`src/rtl/pc_sequencer.sv`:
```
// Program-counter sequencer: run/halt FSM, jump control, retire counter.
// Define PC_SEQ_RAS_EN to build the return-address stack for call/return.
module pc_sequencer #(
  parameter int D         = 12,
  parameter int RAS_DEPTH = 4
) (
  input  logic         clk,
  input  logic         reset,
  input  logic         start,
  input  logic         halt_req,
  input  logic         stall,
  input  logic [2:0]   br_kind,
  input  logic         cond_flag,
  input  logic [D-1:0] target_in,
  input  logic [D-1:0] prog_ctr,
  output logic         branch_en,
  output logic         reljump_en,
  output logic         absjump_en,
  output logic [D-1:0] target,
  output logic         done,
  output logic         running,
  output logic [15:0]  instr_count,
  output logic         ras_err
);

  typedef enum logic [1:0] {
    S_IDLE = 2'd0,
    S_RUN  = 2'd1,
    S_HALT = 2'd2
  } state_t;

  state_t state, state_nxt;
  logic   retire;
  logic   push;
  logic   pop;
  logic   k_cond;
  logic   k_abs;
  logic   k_call;
  logic   k_ret;

  assign k_cond = (br_kind == 3'b001);
  assign k_abs  = (br_kind == 3'b010);
  assign k_call = (br_kind == 3'b011);
  assign k_ret  = (br_kind == 3'b100);

`ifdef PC_SEQ_RAS_EN
  localparam int AW = $clog2(RAS_DEPTH);
  localparam logic [AW:0] FULL = (AW+1)'(RAS_DEPTH);
  localparam logic [AW:0] ONE  = (AW+1)'(1);

  logic [D-1:0] ras_mem [RAS_DEPTH];
  logic [AW:0]  sp;
  logic [AW:0]  sp_m1;
  logic         ras_full;
  logic         ras_empty;
  logic [D-1:0] ret_addr;
  logic         err_q;

  assign sp_m1     = sp - ONE;
  assign ras_full  = (sp == FULL);
  assign ras_empty = (sp == '0);
  // Popping an empty stack sends the program to address 0
  assign ret_addr  = ras_empty ? '0 : ras_mem[sp_m1[AW-1:0]];
  assign ras_err   = err_q;

  always_ff @(posedge clk) begin
    if (reset) begin
      sp    <= '0;
      err_q <= 1'b0;
    end else begin
      if (push) begin
        if (ras_full) err_q <= 1'b1;
        else          sp    <= sp + ONE;
      end
      if (pop) begin
        if (ras_empty) err_q <= 1'b1;
        else           sp    <= sp_m1;
      end
    end
  end

  always_ff @(posedge clk) begin
    if (push && !ras_full)
      ras_mem[sp[AW-1:0]] <= prog_ctr + D'(1);
  end
`else
  logic unused_ras;
  assign unused_ras = ^{prog_ctr, push, pop};
  assign ras_err    = 1'b0;
`endif

  always_ff @(posedge clk) begin
    if (reset) state <= S_IDLE;
    else       state <= state_nxt;
  end

  always_ff @(posedge clk) begin
    if (reset)       instr_count <= '0;
    else if (retire) instr_count <= instr_count + 16'd1;
  end

  always_comb begin
    state_nxt  = state;
    branch_en  = 1'b0;
    reljump_en = 1'b0;
    absjump_en = 1'b0;
    target     = '0;
    retire     = 1'b0;
    push       = 1'b0;
    pop        = 1'b0;
    unique case (state)
      S_IDLE: begin
        branch_en  = 1'b1;
        reljump_en = 1'b1;
        if (start) state_nxt = S_RUN;
      end
      S_RUN: begin
        if (halt_req) begin
          branch_en  = 1'b1;
          reljump_en = 1'b1;
          state_nxt  = S_HALT;
        end else if (stall) begin
          branch_en  = 1'b1;
          reljump_en = 1'b1;
        end else begin
          retire = 1'b1;
          unique case (1'b1)
            k_cond && cond_flag: begin
              branch_en  = 1'b1;
              reljump_en = 1'b1;
              target     = target_in;
            end
            k_abs: begin
              branch_en  = 1'b1;
              absjump_en = 1'b1;
              target     = target_in;
            end
            k_call: begin
              branch_en  = 1'b1;
              absjump_en = 1'b1;
              target     = target_in;
              push       = 1'b1;
            end
`ifdef PC_SEQ_RAS_EN
            k_ret: begin
              branch_en  = 1'b1;
              absjump_en = 1'b1;
              target     = ret_addr;
              pop        = 1'b1;
            end
`endif
            default: begin
              branch_en = 1'b0;
            end
          endcase
        end
      end
      S_HALT: begin
        branch_en  = 1'b1;
        reljump_en = 1'b1;
      end
      default: begin
        branch_en  = 1'b1;
        reljump_en = 1'b1;
        state_nxt  = S_IDLE;
      end
    endcase
  end

  assign done    = (state == S_HALT);
  assign running = (state == S_RUN);

  // k_ret only decodes when the stack is built
  logic unused_kret;
  assign unused_kret = k_ret;

endmodule

```
`config.mk`:
```
export PLATFORM = sky130hd
export DESIGN_NAME = pc_sequencer
export DESIGN_NICKNAME = d
export VERILOG_FILES = /design/src/rtl/pc_sequencer.sv
export SDC_FILE = /design/constraint.sdc
export NUM_CORES = 1
export LEC_CHECK = 0
export ABC_AREA = 1
export BUFFER_PORTS_ARGS = -buffer_cell sky130_fd_sc_hd__buf_2
export CAP_MARGIN = 20
export CORE_MARGIN = 1.5
export CORE_UTILIZATION = 38
export CTS_BUF_LIST = sky130_fd_sc_hd__clkbuf_16
export DETAILED_ROUTE_END_ITERATION = 6
export MAX_ROUTING_LAYER = met4
export PLACE_DENSITY = 0.74
export SYNTH_ARGS = -nofsm -noshare
export SYNTH_HDL_FRONTEND = slang
export SYNTH_SLANG_ARGS = --single-unit
```
`constraint.sdc`:
```
create_clock -name clk -period 1.1 [get_ports clk]
set_input_delay 0 -clock clk [delete_from_list [all_inputs] [get_ports clk]]
set_output_delay 0 -clock clk [all_outputs]
set_load 0.1 [all_outputs]
```
==> summary.txt <==
Clock network
  • CTS sink cnt: 18
  • H-Tree Depth: 1
  • Clock transition at path regs: around 0.06 ns
  • TritonCTS clock tree: yes
  • Clock root cell: clkbuf_16
  • Num CTS Buffers: 3
  • CTS max path bufs: 2
  • Clock Latency Late Sink: about 0.26 ns

Timing
  • Max_slew headroom: between 60% and 70%
  • Fin worst setup slack: -0.413 ns
  • Tmin final: about 1.5 ns
  • Final Hold Vio Count: 0
  • Peak Freq: 661 MHz
  • Final setup skew: 0.00315 ns
  • Hold slack: roughly 0.064 ns
  • Slew @ Worst Pin: just over 0.5 ns
  • Fin crit share: 138%
  • Slew Limit Fails: 0
  • Unrepaired setup endpoints after global routing: true
  • Final setup violating endpoints: 34

Yosys
  • Syn Area/Cell: about 6.3 um^2
  • Seq/Total Area, Yosys: around 32%
  • Syn nets: 212
  • Synth unique cells: 28
  • YS warnings: 0
  • Yosys reg bits: 18
  • Syn Inst Count: ~180
  • Synthesized area: roughly 0.0011 mm^2

Power and ir drop
  • Power density cells: ~750 mW/mm^2
  • Clock share of power: between 30% and 40%
  • Int Power: approximately 1.3 mW
  • Sw Pwr: 0.632 mW
  • Seq pwr share: 33.2%
  • VDD IR max: approximately 0.00094 V
  • Sw Share: between 30% and 40%
  • Leak Pwr: roughly 1.2 nW
  • Combinational power share: roughly 27%

Floorplan
  • Initial Util: about two fifths
  • Die Y: around 57 um
  • Boundary Pins: 67
  • Core area: 0.00278 mm^2
  • Row cnt: 19
  • Die span in x: ~57 um
  • Full die area: approximately 0.0033 mm^2

Routing
  • Final ANT Viol Nets: 0
  • Via Count: ~1700
  • Final wirelength: 6.14 mm
  • Avg WL per Cell: 20.5 um
  • DR vias/cell: around 5.5
  • DRC viols: 0
  • First-pass DRT Iterations: 4
  • DR iter-0 viols: around 130

GRT
  • Pin count of the biggest net entering global routing: 14
  • Overall Global Routing Usage: a little over a third
  • Initial antenna violation count: 0
  • Gr ovfl total: 0
  • First-pass GRT wire length: just under 9 mm
  • Number of global-route vias before repair: approximately 1700

Worst setup path
  • Worst Path Arrival: around 1.5 ns
  • Worst path required time: around 1.1 ns
  • R2R Setup Slk: -0.28 ns
  • R2r worst-path depth: 9
  • Slowest stage delay, CP: roughly 0.37 ns
  • Critical-path cell with the highest stage delay: dfxtp_2
  • CP Max Fanout: 3
  • Crit-path cells: inv_2 -> nor2_4 -> nand2_4 -> buf_6 -> nor3_4 -> buf_12
  • Critical Path End Type: output pin
  • FF-to-FF End: instr_count[12]
  • CP Class: reg2out
  • CP startpoint kind: register
  • Worst reg2reg startpoint: state[1]

Run
  • Max-Cap Viols: 0

Finish
  • Antenna cells: 0
  • Filler Cell Count: 93
  • Footprint of the multi-input gates: just over 0.001 mm^2
  • Layout cell share with drive strength beyond 1: approximately 67%
  • Area Overhead vs Synth: 133%
  • Final #Nets: slightly above 300
  • Post-route insts no fill: ~300
  • Sequential Area: approximately 410 um^2

Min path
  • Hold endpoint: state[0]
  • Hold path cells: 3
  • Worst min path class: in2reg
  • Hold_sp: start

Run status
  • Run status: finished with violations
  • Failing checks: setup timing

Placed design
  • Detail Placement HPWL: between 2 and 3 mm
  • Port bufs: 53
  • Placed cell count: 280
  • Final Wtd Congestion: 0.836
[metrics by stage]
step	instance area, um^2	power [mW]	setup TNS (ns)	setup slack [ns]	util (%)
2_1_floorplan	1440	0.907	-11.55	-0.860	-
3_3_place_gp	2240	1.07	-0.877	-0.0754	80.4
3_5_place_dp	2240	1.08	-1.67	-0.139	80.4
4_1_cts	2520	1.88	-6.51	-0.317	90.6
5_1_grt	2600	2.00	-10.81	-0.444	93.6
6_report	2600	1.96	-9.47	-0.413	93.6
[routing by layer]
| metal | up-vias | part of all wire [%] | global-route usage, % |
|---|---|---|---|
| met2 | 117 | 49 | 58.6 |
| met4 | 0 | 6.0 | 17.9 |
| met5 | - | 0 | - |
| met1 | 782 | 38 | 42.3 |
| li1 | 730 | - | - |
| met3 | 28 | 7.0 | 8.84 |
[cells in the mapped netlist (all sizes together)]
| library cell | instances | area share (%) |
|---|---|---|
| nor2 | 52 | 19 |
| nand2 | 47 | 17 |
| inv | 19 | 6.4 |
| dfxtp | 18 | 32 |
| nand3 | 9 | 6.3 |
| a21oi | 7 | 3.1 |
| nor3 | 5 | 2.2 |
| buf | 4 | 3.0 |
| nand4 | 3 | 1.7 |
| o21ai | 3 | 1.3 |
| o21bai | 2 | 2.0 |
| a211oi | 1 | 0.67 |
| clkbuf | 1 | 0.34 |
| conb | 1 | 0.34 |
| ha | 1 | 1.1 |
| nand3b | 1 | 0.67 |
| nor3b | 1 | 0.67 |
| o21a | 1 | 0.67 |
| or2 | 1 | 0.56 |
| xor2 | 1 | 0.78 |
[worst max-delay path by stage]
stage,startpoint,to,slack [ns],depth (start not counted)
2_1_floorplan,state[0],branch_en,-0.86,3
3_3_place_gp,instr_count[1],instr_count[8],-0.08,8
3_5_place_dp,instr_count[1],instr_count[8],-0.14,8
4_1_cts,state[0],target[11],-0.32,7
5_1_grt,state[1],target[8],-0.44,8
6_report,state[0],absjump_en,-0.41,6
[placed cells by master, fill, tap and decap left out, drive strengths merged]
cell,Yosys,layout
o21ai,3,3
clkinv,0,1
buf,4,88
ha,1,1
clkbuf,1,4
nor2,52,52
conb,1,1
dlygate4sd3,0,2
nand3b,1,1
nand3,9,9
nand4,3,3
a211oi,1,1
nor3,5,5
dfxtp,18,18
nor3b,1,1
xor2,1,1
a21oi,7,7
nand2,47,47
o21bai,2,2
o21a,1,1
inv,19,19
or2,1,1
[worst max-delay path, delay by kind of cell, from the launching register on]
kind / cells / cell delay, ns
AND/OR/NAND/NOR: 3 / 0.47
flip-flops: 1 / 0.37
buffers and inverters: 3 / 0.42
[power groups by stage]
stage                     sequential [mW]  combinational [mW]  clock [mW]
after floorplan                     0.685               0.222           0
after detailed placement            0.664               0.416           0
after global routing                0.651               0.539       0.807
after CTS                           0.649               0.484       0.752
final                               0.651               0.528       0.781
after global placement              0.662               0.405           0
[registers in the layout, indices dropped and copies added (netlist names)]
name,flops
instr_count,16
state,2
[cells by family (layout without fill, tap and decap cells)]
family	Yosys count	after routing	share of synthesized area, %
DFF	18	18	32.2
buffers and inverters	24	114	9.73
other	1	1	0.335
AOI/OAI and AO/OA	14	14	7.83
and+or+nand+nor	119	119	48.0
adders and majority gates	1	1	1.12
xor gates and xnor gates	1	1	0.783
[what timing repair did]
| item | in CTS | in global routing |
|---|---|---|
| setup endpoints to repair | 31 | 35 |
| resized for setup | 27 | 18 |
| pin swaps | 10 | 15 |
| hold buffers | 2 | 0 |
| hold endpoints to repair | 2 | 0 |
| cloned | 1 | 0 |
| buffers inserted | 10 | 4 |
[final cells by class]
| cell class | instances | share of cell area (%) |
|---|---|---|
| multi-input cells | 136 | 39.0 |
| repair buffers | 91 | 38.0 |
| flip-flops and latches | 18 | 15.6 |
| clock buffers | 3 | 2.88 |
| inverters | 19 | 2.84 |
| well taps | 31 | 1.49 |
| clock inverters | 1 | 0.144 |
Note: power is estimated with default switching activity, not from simulation.
